--- config.mk ---
export PLATFORM = sky130hd
export DESIGN_NAME = mem_ctrl
export DESIGN_NICKNAME = d
export VERILOG_FILES = /design/src/rtl/mem_ctrl_pkg.sv /design/src/rtl/mem_ctrl.sv
export SDC_FILE = /design/constraint.sdc
export NUM_CORES = 1
export LEC_CHECK = 0
export ABC_AREA = 0
export BUFFER_PORTS_ARGS = -buffer_cell sky130_fd_sc_hd__buf_2
export CAP_MARGIN = 20
export CORE_UTILIZATION = 60
export DETAILED_ROUTE_END_ITERATION = 6
export HOLD_SLACK_MARGIN = 0.12
export PLACE_DENSITY_LB_ADDON = 0.08
export SLEW_MARGIN = 20
export SYNTH_ARGS = -nofsm -noshare
export SYNTH_HDL_FRONTEND = slang
export SYNTH_SLANG_ARGS = --single-unit
--- constraint.sdc ---
create_clock -name clk_in -period 7.2 [get_ports clk_in]
set_clock_uncertainty 0.05 [all_clocks]
set_input_delay 1.08 -clock clk_in [delete_from_list [all_inputs] [get_ports clk_in]]
set_output_delay 1.08 -clock clk_in [all_outputs]
set_load 0.01 [all_outputs]
--- src/rtl/mem_ctrl_pkg.sv ---
// mem_ctrl_pkg: shared types and constants for the memory controller.
//   mc_state_e    - controller FSM states (idle, byte-serial read, byte-serial write)
//   mc_owner_e    - which requester currently owns the RAM port
//   SIZE_*        - LSB access size encodings
//   size_to_bytes - maps a size encoding to its byte count (illegal 3 -> word)
package mem_ctrl_pkg;

  typedef enum logic [1:0] {
    MC_IDLE  = 2'd0,
    MC_READ  = 2'd1,
    MC_WRITE = 2'd2
  } mc_state_e;

  typedef enum logic {
    MC_OWNER_IF  = 1'b0,
    MC_OWNER_LSB = 1'b1
  } mc_owner_e;

  localparam logic [1:0] SIZE_BYTE = 2'd0;
  localparam logic [1:0] SIZE_HALF = 2'd1;
  localparam logic [1:0] SIZE_WORD = 2'd2;

  function automatic logic [2:0] size_to_bytes(input logic [1:0] size);
    case (size)
      SIZE_BYTE: return 3'd1;
      SIZE_HALF: return 3'd2;
      default:   return 3'd4;
    endcase
  endfunction

endpackage

--- src/rtl/mem_ctrl.sv ---
// mem_ctrl: shares one byte-wide RAM port between instruction fetch and the
// LoadStoreBuffer. Arbitrates round-robin on ties, then sequences each 1/2/4
// byte access into consecutive byte cycles, assembling read data little-endian.
// Ports:
//   clk_in, rst_n_in        clock, asynchronous active-low reset
//   rdy_in                  global ready; low freezes all state
//   rob_flush_in            aborts an in-flight read (writes always complete)
//   if_req_in/if_addr_in    fetch request (always 4 bytes)
//   if_done_out/if_data_out one-cycle completion pulse and fetched word
//   lsb_req_in/lsb_we_in/lsb_size_in/lsb_addr_in/lsb_wdata_in  LSB request
//   lsb_done_out/lsb_rdata_out one-cycle completion pulse and zero-extended load data
//   mem_din_in/mem_dout_out/mem_a_out/mem_wr_out  RAM pins (read data 1 cycle late)
module mem_ctrl
  import mem_ctrl_pkg::*;
#(
  parameter int ADDR_WIDTH = 32
) (
  input  logic                  clk_in,
  input  logic                  rst_n_in,
  input  logic                  rdy_in,
  input  logic                  rob_flush_in,
  input  logic                  if_req_in,
  input  logic [ADDR_WIDTH-1:0] if_addr_in,
  output logic                  if_done_out,
  output logic [31:0]           if_data_out,
  input  logic                  lsb_req_in,
  input  logic                  lsb_we_in,
  input  logic [1:0]            lsb_size_in,
  input  logic [ADDR_WIDTH-1:0] lsb_addr_in,
  input  logic [31:0]           lsb_wdata_in,
  output logic                  lsb_done_out,
  output logic [31:0]           lsb_rdata_out,
  input  logic [7:0]            mem_din_in,
  output logic [7:0]            mem_dout_out,
  output logic [ADDR_WIDTH-1:0] mem_a_out,
  output logic                  mem_wr_out
);

  mc_state_e             state_q, state_d;
  mc_owner_e             owner_q, owner_d;
  mc_owner_e             last_grant_q, last_grant_d;
  logic [ADDR_WIDTH-1:0] base_q, base_d;
  logic [2:0]            n_q, n_d;
  logic [2:0]            cnt_q, cnt_d;
  logic [31:0]           wdata_q, wdata_d;
  logic [31:0]           buf_q, buf_d;
  logic [ADDR_WIDTH-1:0] mem_a_q, mem_a_d;
  logic [7:0]            mem_dout_q, mem_dout_d;
  logic                  mem_wr_q, mem_wr_d;
  logic                  if_done_q, if_done_d;
  logic [31:0]           if_data_q, if_data_d;
  logic                  lsb_done_q, lsb_done_d;
  logic [31:0]           lsb_rdata_q, lsb_rdata_d;

  logic                  if_pend, lsb_pend, grant_if, grant_lsb;
  logic [2:0]            next_idx;
  logic [1:0]            cap_idx;
  logic [31:0]           buf_ins;
  logic [ADDR_WIDTH-1:0] grant_addr;

  always_comb begin
    // A requester whose done pulse is visible this cycle has not yet dropped req.
    if_pend   = if_req_in && !if_done_q;
    lsb_pend  = lsb_req_in && !lsb_done_q;
    grant_if  = if_pend && (!lsb_pend || (last_grant_q == MC_OWNER_LSB));
    grant_lsb = lsb_pend && !grant_if;
    grant_addr = grant_if ? if_addr_in : lsb_addr_in;

    next_idx = cnt_q + 3'd1;
    // Byte returning now belongs to the address issued one cycle earlier.
    cap_idx  = cnt_q[1:0] - 2'd1;
    buf_ins  = buf_q;
    buf_ins[{cap_idx, 3'b000} +: 8] = mem_din_in;

    state_d      = state_q;
    owner_d      = owner_q;
    last_grant_d = last_grant_q;
    base_d       = base_q;
    n_d          = n_q;
    cnt_d        = cnt_q;
    wdata_d      = wdata_q;
    buf_d        = buf_q;
    mem_a_d      = mem_a_q;
    mem_dout_d   = mem_dout_q;
    mem_wr_d     = 1'b0;
    if_done_d    = 1'b0;
    if_data_d    = if_data_q;
    lsb_done_d   = 1'b0;
    lsb_rdata_d  = lsb_rdata_q;

    case (state_q)
      MC_IDLE: begin
        if (!rob_flush_in && (grant_if || grant_lsb)) begin
          owner_d      = grant_if ? MC_OWNER_IF : MC_OWNER_LSB;
          last_grant_d = grant_if ? MC_OWNER_IF : MC_OWNER_LSB;
          base_d       = grant_addr;
          n_d          = grant_if ? 3'd4 : size_to_bytes(lsb_size_in);
          cnt_d        = 3'd0;
          buf_d        = 32'd0;
          wdata_d      = lsb_wdata_in;
          mem_a_d      = grant_addr;
          if (grant_lsb && lsb_we_in) begin
            state_d    = MC_WRITE;
            mem_dout_d = lsb_wdata_in[7:0];
            mem_wr_d   = 1'b1;
          end else begin
            state_d    = MC_READ;
          end
        end
      end
      MC_READ: begin
        if (rob_flush_in) begin
          state_d = MC_IDLE;
        end else begin
          if (cnt_q != 3'd0) buf_d = buf_ins;
          if (cnt_q == n_q) begin
            state_d = MC_IDLE;
            if (owner_q == MC_OWNER_IF) begin
              if_done_d = 1'b1;
              if_data_d = buf_ins;
            end else begin
              lsb_done_d  = 1'b1;
              lsb_rdata_d = buf_ins;
            end
          end else begin
            cnt_d = next_idx;
            if (next_idx < n_q) mem_a_d = base_q + ADDR_WIDTH'(next_idx);
          end
        end
      end
      MC_WRITE: begin
        if (next_idx < n_q) begin
          cnt_d      = next_idx;
          mem_a_d    = base_q + ADDR_WIDTH'(next_idx);
          mem_dout_d = wdata_q[{next_idx[1:0], 3'b000} +: 8];
          mem_wr_d   = 1'b1;
        end else begin
          lsb_done_d = 1'b1;
          state_d    = MC_IDLE;
        end
      end
      default: state_d = MC_IDLE;
    endcase
  end

  // Whole controller freezes while rdy_in is low, so a resumed read re-presents
  // the same address and counter position.
  always_ff @(posedge clk_in or negedge rst_n_in) begin
    if (!rst_n_in) begin
      state_q      <= MC_IDLE;
      owner_q      <= MC_OWNER_IF;
      last_grant_q <= MC_OWNER_LSB;
      base_q       <= '0;
      n_q          <= 3'd0;
      cnt_q        <= 3'd0;
      wdata_q      <= 32'd0;
      buf_q        <= 32'd0;
      mem_a_q      <= '0;
      mem_dout_q   <= 8'd0;
      mem_wr_q     <= 1'b0;
      if_done_q    <= 1'b0;
      if_data_q    <= 32'd0;
      lsb_done_q   <= 1'b0;
      lsb_rdata_q  <= 32'd0;
    end else if (rdy_in) begin
      state_q      <= state_d;
      owner_q      <= owner_d;
      last_grant_q <= last_grant_d;
      base_q       <= base_d;
      n_q          <= n_d;
      cnt_q        <= cnt_d;
      wdata_q      <= wdata_d;
      buf_q        <= buf_d;
      mem_a_q      <= mem_a_d;
      mem_dout_q   <= mem_dout_d;
      mem_wr_q     <= mem_wr_d;
      if_done_q    <= if_done_d;
      if_data_q    <= if_data_d;
      lsb_done_q   <= lsb_done_d;
      lsb_rdata_q  <= lsb_rdata_d;
    end
  end

  assign mem_a_out     = mem_a_q;
  assign mem_dout_out  = mem_dout_q;
  assign mem_wr_out    = mem_wr_q & rdy_in;
  assign if_done_out   = if_done_q;
  assign if_data_out   = if_data_q;
  assign lsb_done_out  = lsb_done_q;
  assign lsb_rdata_out = lsb_rdata_q;

endmodule

* Word-level counts from Yosys, hierarchy flattened
Index checks and enable logic that the tools add are counted.
Storage, ports and cells: register bits 213
Cells by class: shifts and indexed selects 3, eq/ne operators 12, bitwise operators 3, mux-type cells 42, order comparisons 1, $add $sub $neg 4, reduce and logical (&&, ||, !) cells 27
Operator list (number):
- $mux 32 | 8
- $pmux 32 s3 | 1
- $pmux 32 s2 | 1
- $add 32x3->32 | 1
- $bwmux 32 | 1
- $shift 8x7->32 const A | 1
- $shiftx 32x6->8 | 1
- $shiftx 8x7->32 | 1
- $reduce_and 5->1 | 5
- $mux 8 | 3
- $pmux 8 s2 | 1
- $mux 3 | 5
- $ne 2x2->1 const B | 7
- $mux 1 | 12
- $mux 2 | 5
- $pmux 3 s3 | 1
- $neg 5->7 | 1
- $logic_and 1x1->1 | 6
- $pmux 2 s3 | 1
- $pmux 3 s2 | 1
- $reduce_and 6->1 | 1
- $reduce_bool 3->1 | 2
- $logic_not 1->1 | 5
- $eq 2x1->1 const B | 2
- 14 further kinds | 19

* Longest topological paths before layout
depth after elaboration 11, depth in mapped cells 12

* Worst setup path before layout
No wires, ideal clock.
path type register to register, start point register cnt_q[0], end point register mem_a_q[28] (netlist: mem_a_out[28]), arrival time 2739 ps, buffers on the path 0, data required time 7024 ps, period minus slack after synthesis 2915 ps, setup time 126 ps, stages on the path, launching flop included 10, slack 4285 ps, cell sequence dfrtp_1 inv_1 ha_1 inv_1 fa_1 nor2b_1 o21ai_1 nor4_1 xor2_1 a221o_1
On the way: cells in the longest elaborated chain, start to end 6, elaborated cells between the ends (all ways) 10, those cells by class add/sub: 2; order compare: 1; eq/ne: 2; mux: 4; reduce/logical: 1
RTL lines:
- start, declared | line mem_ctrl.sv:44 | logic [2:0] cnt_q, cnt_d;
- start signal, assigned | line mem_ctrl.sv:171 | cnt_q <= cnt_d;
- $add 3x1->3 | line mem_ctrl.sv:69 | next_idx = cnt_q + 3'd1;
- $add 32x3->32 or $lt 3x3->1 (tied branches) | line mem_ctrl.sv:127, mem_ctrl.sv:134, mem_ctrl.sv:132
- $mux 32 | line mem_ctrl.sv:127, mem_ctrl.sv:132
- $mux 32 | line mem_ctrl.sv:116 | if (cnt_q == n_q) begin
- $mux 32 | line mem_ctrl.sv:112 | if (rob_flush_in) begin
- $pmux 32 s3 | line mem_ctrl.sv:91 | case (state_q)
- end signal, assigned | line mem_ctrl.sv:174 | mem_a_q <= mem_a_d;
- end, declared | line mem_ctrl.sv:47 | logic [ADDR_WIDTH-1:0] mem_a_q, mem_a_d;
Several ways; a longest one is shown, not always the timed one. The select of a mux whose other input is x is not followed. A chain may end at the register's enable or synchronous reset.

* Final worst setup path
start point register cnt_q[0], end point register mem_a_q[24] (netlist: mem_a_out[24])
Same word-level chain as after synthesis.

==> summary.txt <==
status: finished clean
Post-synth ARST share: 100%
Setup WS post-layout: 2.68 ns
# Post-CTS Setup Buffers: 0
crit-path max cell delay: 0.95 ns
H-Tree Depth: 1
post-route antenna net violation count: 0
wire length of the first global-routing pass: 41,800 microns
DR WL/cell: 17.3 microns
Max-Cap Viols: 0
Critical Path RT: 7.53 ns
Max Slew Vio Count: 0
final std cells w/o fill: 1,485
post-synthesis cell area: 0.0108 sq mm
commonest non-fill, non-tap cell in the layout: buf_2
slew margin rel.: 27.8%
TritonRoute pass-1 iters: 6
CTS tree: built
post-cts resize count: 0
Area growth syn-to-layout: 17.4%
most used cell, CP: inv_1
final hold violations: 0
clock sinks: 213
# hold bufs at CTS: 0
# setup viols final: 0
worst-case clock buffer depth: 3
Final Net Count: 1,375
post-synth cell types: 63
minimum clock period: 4.52 ns
1st-iter DRT viols: 552
peak supply drop: 253 uV
die width: 136 microns
Leakage Power: 6.27 nW
CP arrival: 4.86 ns
Worst-Skew Late Latency: 0.51 ns
critical path capture point type: flop
Buffers on Ports: 219
Hold/Removal Path Class: flop to flop
Core Box Area: 0.0175 sq mm
most frequent cells in the layout: buf_2, dfrtp_1, nand2_1
critical path cell sequence: inv_1, ha_1, inv_1, fa_1, nor2b_1, o21ai_1, nor4_1, xor2_1, a221o_1
Initial Util: 62.0%
Clk pin slew, worst setup/hold paths: 0.06 ns
startpoint types: flop
Die Ht: 136 microns
Placer Congestion: 0.801
FP Rows: 48
root buffer cell: clkbuf_16
dpl hpwl: 17,100 microns
Total Routed Length: 25,600 microns
pre-CTS setup slack: 2.67 ns
Syn Nets: 1,191
EDFF count, synth: 0
number of global-route vias before repair: 8,219
Post-Synthesis Cells: 1,061
vias: 8,700
FMAX: 0.221 GHz
DRC viols: 0
Tot GR Track Use: 28.3%
Mean Syn Cell Area: 10.2 sq um
most used flip-flop cell after synthesis: dfrtp_1
reg2reg setup slack: 2.68 ns
vias per cell: 5.86
initial antenna violation count: 0
layout cells sized above 1: 32.0%
sequential-to-total area share from yosys stat: 49.2%
worst-path fanout max: 17
Die ar.: 0.0186 sq mm
Design Area, Final: 0.0127 sq mm
Synth Register Bits: 213
Congestion Overflow GR: 0
Slowest-stage cell, CP: dfrtp_1
DP Area: 0.0120 sq mm
WS Path Type: flop to flop
Antenna Diode Count: 0
dpl cells: 1,445
final setup TNS: 0 ns
# IOs: 220
Pwr Density: 459 mW/mm^2
Worst Tran Pin Value: 1.08 ns
CTS buffer count: 23
Warnings, synthesis: 0
RSZ-0062 raised after global routing: no
pin count of the biggest net entering global routing: 100
Final period util: 62.8%
-- power by group --
| part | internal (W) | leakage, nW | switching [W] |
|---|---|---|---|
| logic | 0.00113 | 3.24 | 0.00146 |
| clock network | 0.000664 | 0.359 | 0.000473 |
| registers | 0.00175 | 2.67 | 0.000369 |
| total | 0.00354 | 6.27 | 0.00230 |
-- path summary, 6_finish.rpt --
path / to / depth (start not counted) / start
max in group asynchronous: wdata_q[31] / 2 / rst_n_in
hold reg to reg: wdata_q[25] / 2 / wdata_q[25]
hold / removal: wdata_q[25] / 2 / wdata_q[25]
setup / recovery: mem_a_out[24] / 9 / cnt_q[0]
min in group asynchronous: lsb_rdata_out[29] / 1 / rst_n_in
setup reg to reg: mem_a_out[24] / 9 / cnt_q[0]
-- cells by family after synthesis --
kind of cell / Yosys count / share of synthesized area (%)
AND/OR/NAND/NOR: 306 / 13.0
multiplexers: 134 / 14.3
AO/OA/AOI/OAI: 244 / 14.8
XOR/XNOR: 21 / 1.70
buffers and inverters: 126 / 4.91
flip-flops: 213 / 49.2
adder cells (fa/ha/maj): 17 / 2.03
-- state kept, by name, summed over array words and instances, names as in the netlist --
signal,flops
state_q,2
mem_a_out,32
last_grant_q,1
owner_q,1
mem_wr_q,1
if_done_out,1
lsb_done_out,1
if_data_out,32
buf_q,32
base_q,32
lsb_rdata_out,32
wdata_q,32
n_q,3
cnt_q,3
mem_dout_out,8
-- final cells by class --
| class | instances | area [sq um] |
|---|---|---|
| Sequential cell | 213 | 5330 |
| Clock buffer | 31 | 646 |
| Tap cell | 225 | 282 |
| Multi-Input combinational cell | 722 | 4990 |
| Timing Repair Buffer | 229 | 1180 |
| Clock inverter | 9 | 76.3 |
| Fill cell | 1293 | 4760 |
| Inverter | 56 | 210 |
-- worst max-delay path: cells and delay by family, from the launching register on --
family | cells | cell delay, ns
buffers and inverters | 2 | 0.61
adders and majority gates | 2 | 1.28
and+or+nand+nor | 2 | 0.72
DFF | 1 | 0.95
xor gates and xnor gates | 1 | 0.12
AOI/OAI and AO/OA | 2 | 0.66
-- cells in the mapped netlist (11+ instances only) --
cell	count	share of area (%)
a31o_2	28	2.3
xor2_1	11	0.89
o31ai_1	34	2.4
dfrtp_1	212	49
clkbuf_1	47	1.6
inv_1	54	1.9
nand3_1	16	0.74
ha_1	16	1.8
nor3_1	16	0.74
mux2i_1	36	3.3
nand2_1	204	7.1
a21oi_1	16	0.74
mux2_2	90	9.4
o21ai_0	112	5.2
-- through the flow --
step                      power [W]  util [%]  hold WS, ns
after floorplan             0.00394         -        0.390
after global placement      0.00461      68.6        0.403
after detailed placement    0.00470      68.6        0.407
after CTS                   0.00586      72.8        0.423
after global routing        0.00628      72.8        0.438
final                       0.00584      72.8        0.419
-- metal layers --
layer	global-route usage [%]	wire, microns
met1	39.1	11000
met2	46.4	12300
met3	3.65	1630
met4	9.07	678
met5	0	0
No activity file was read; power rests on OpenSTA's default activity.
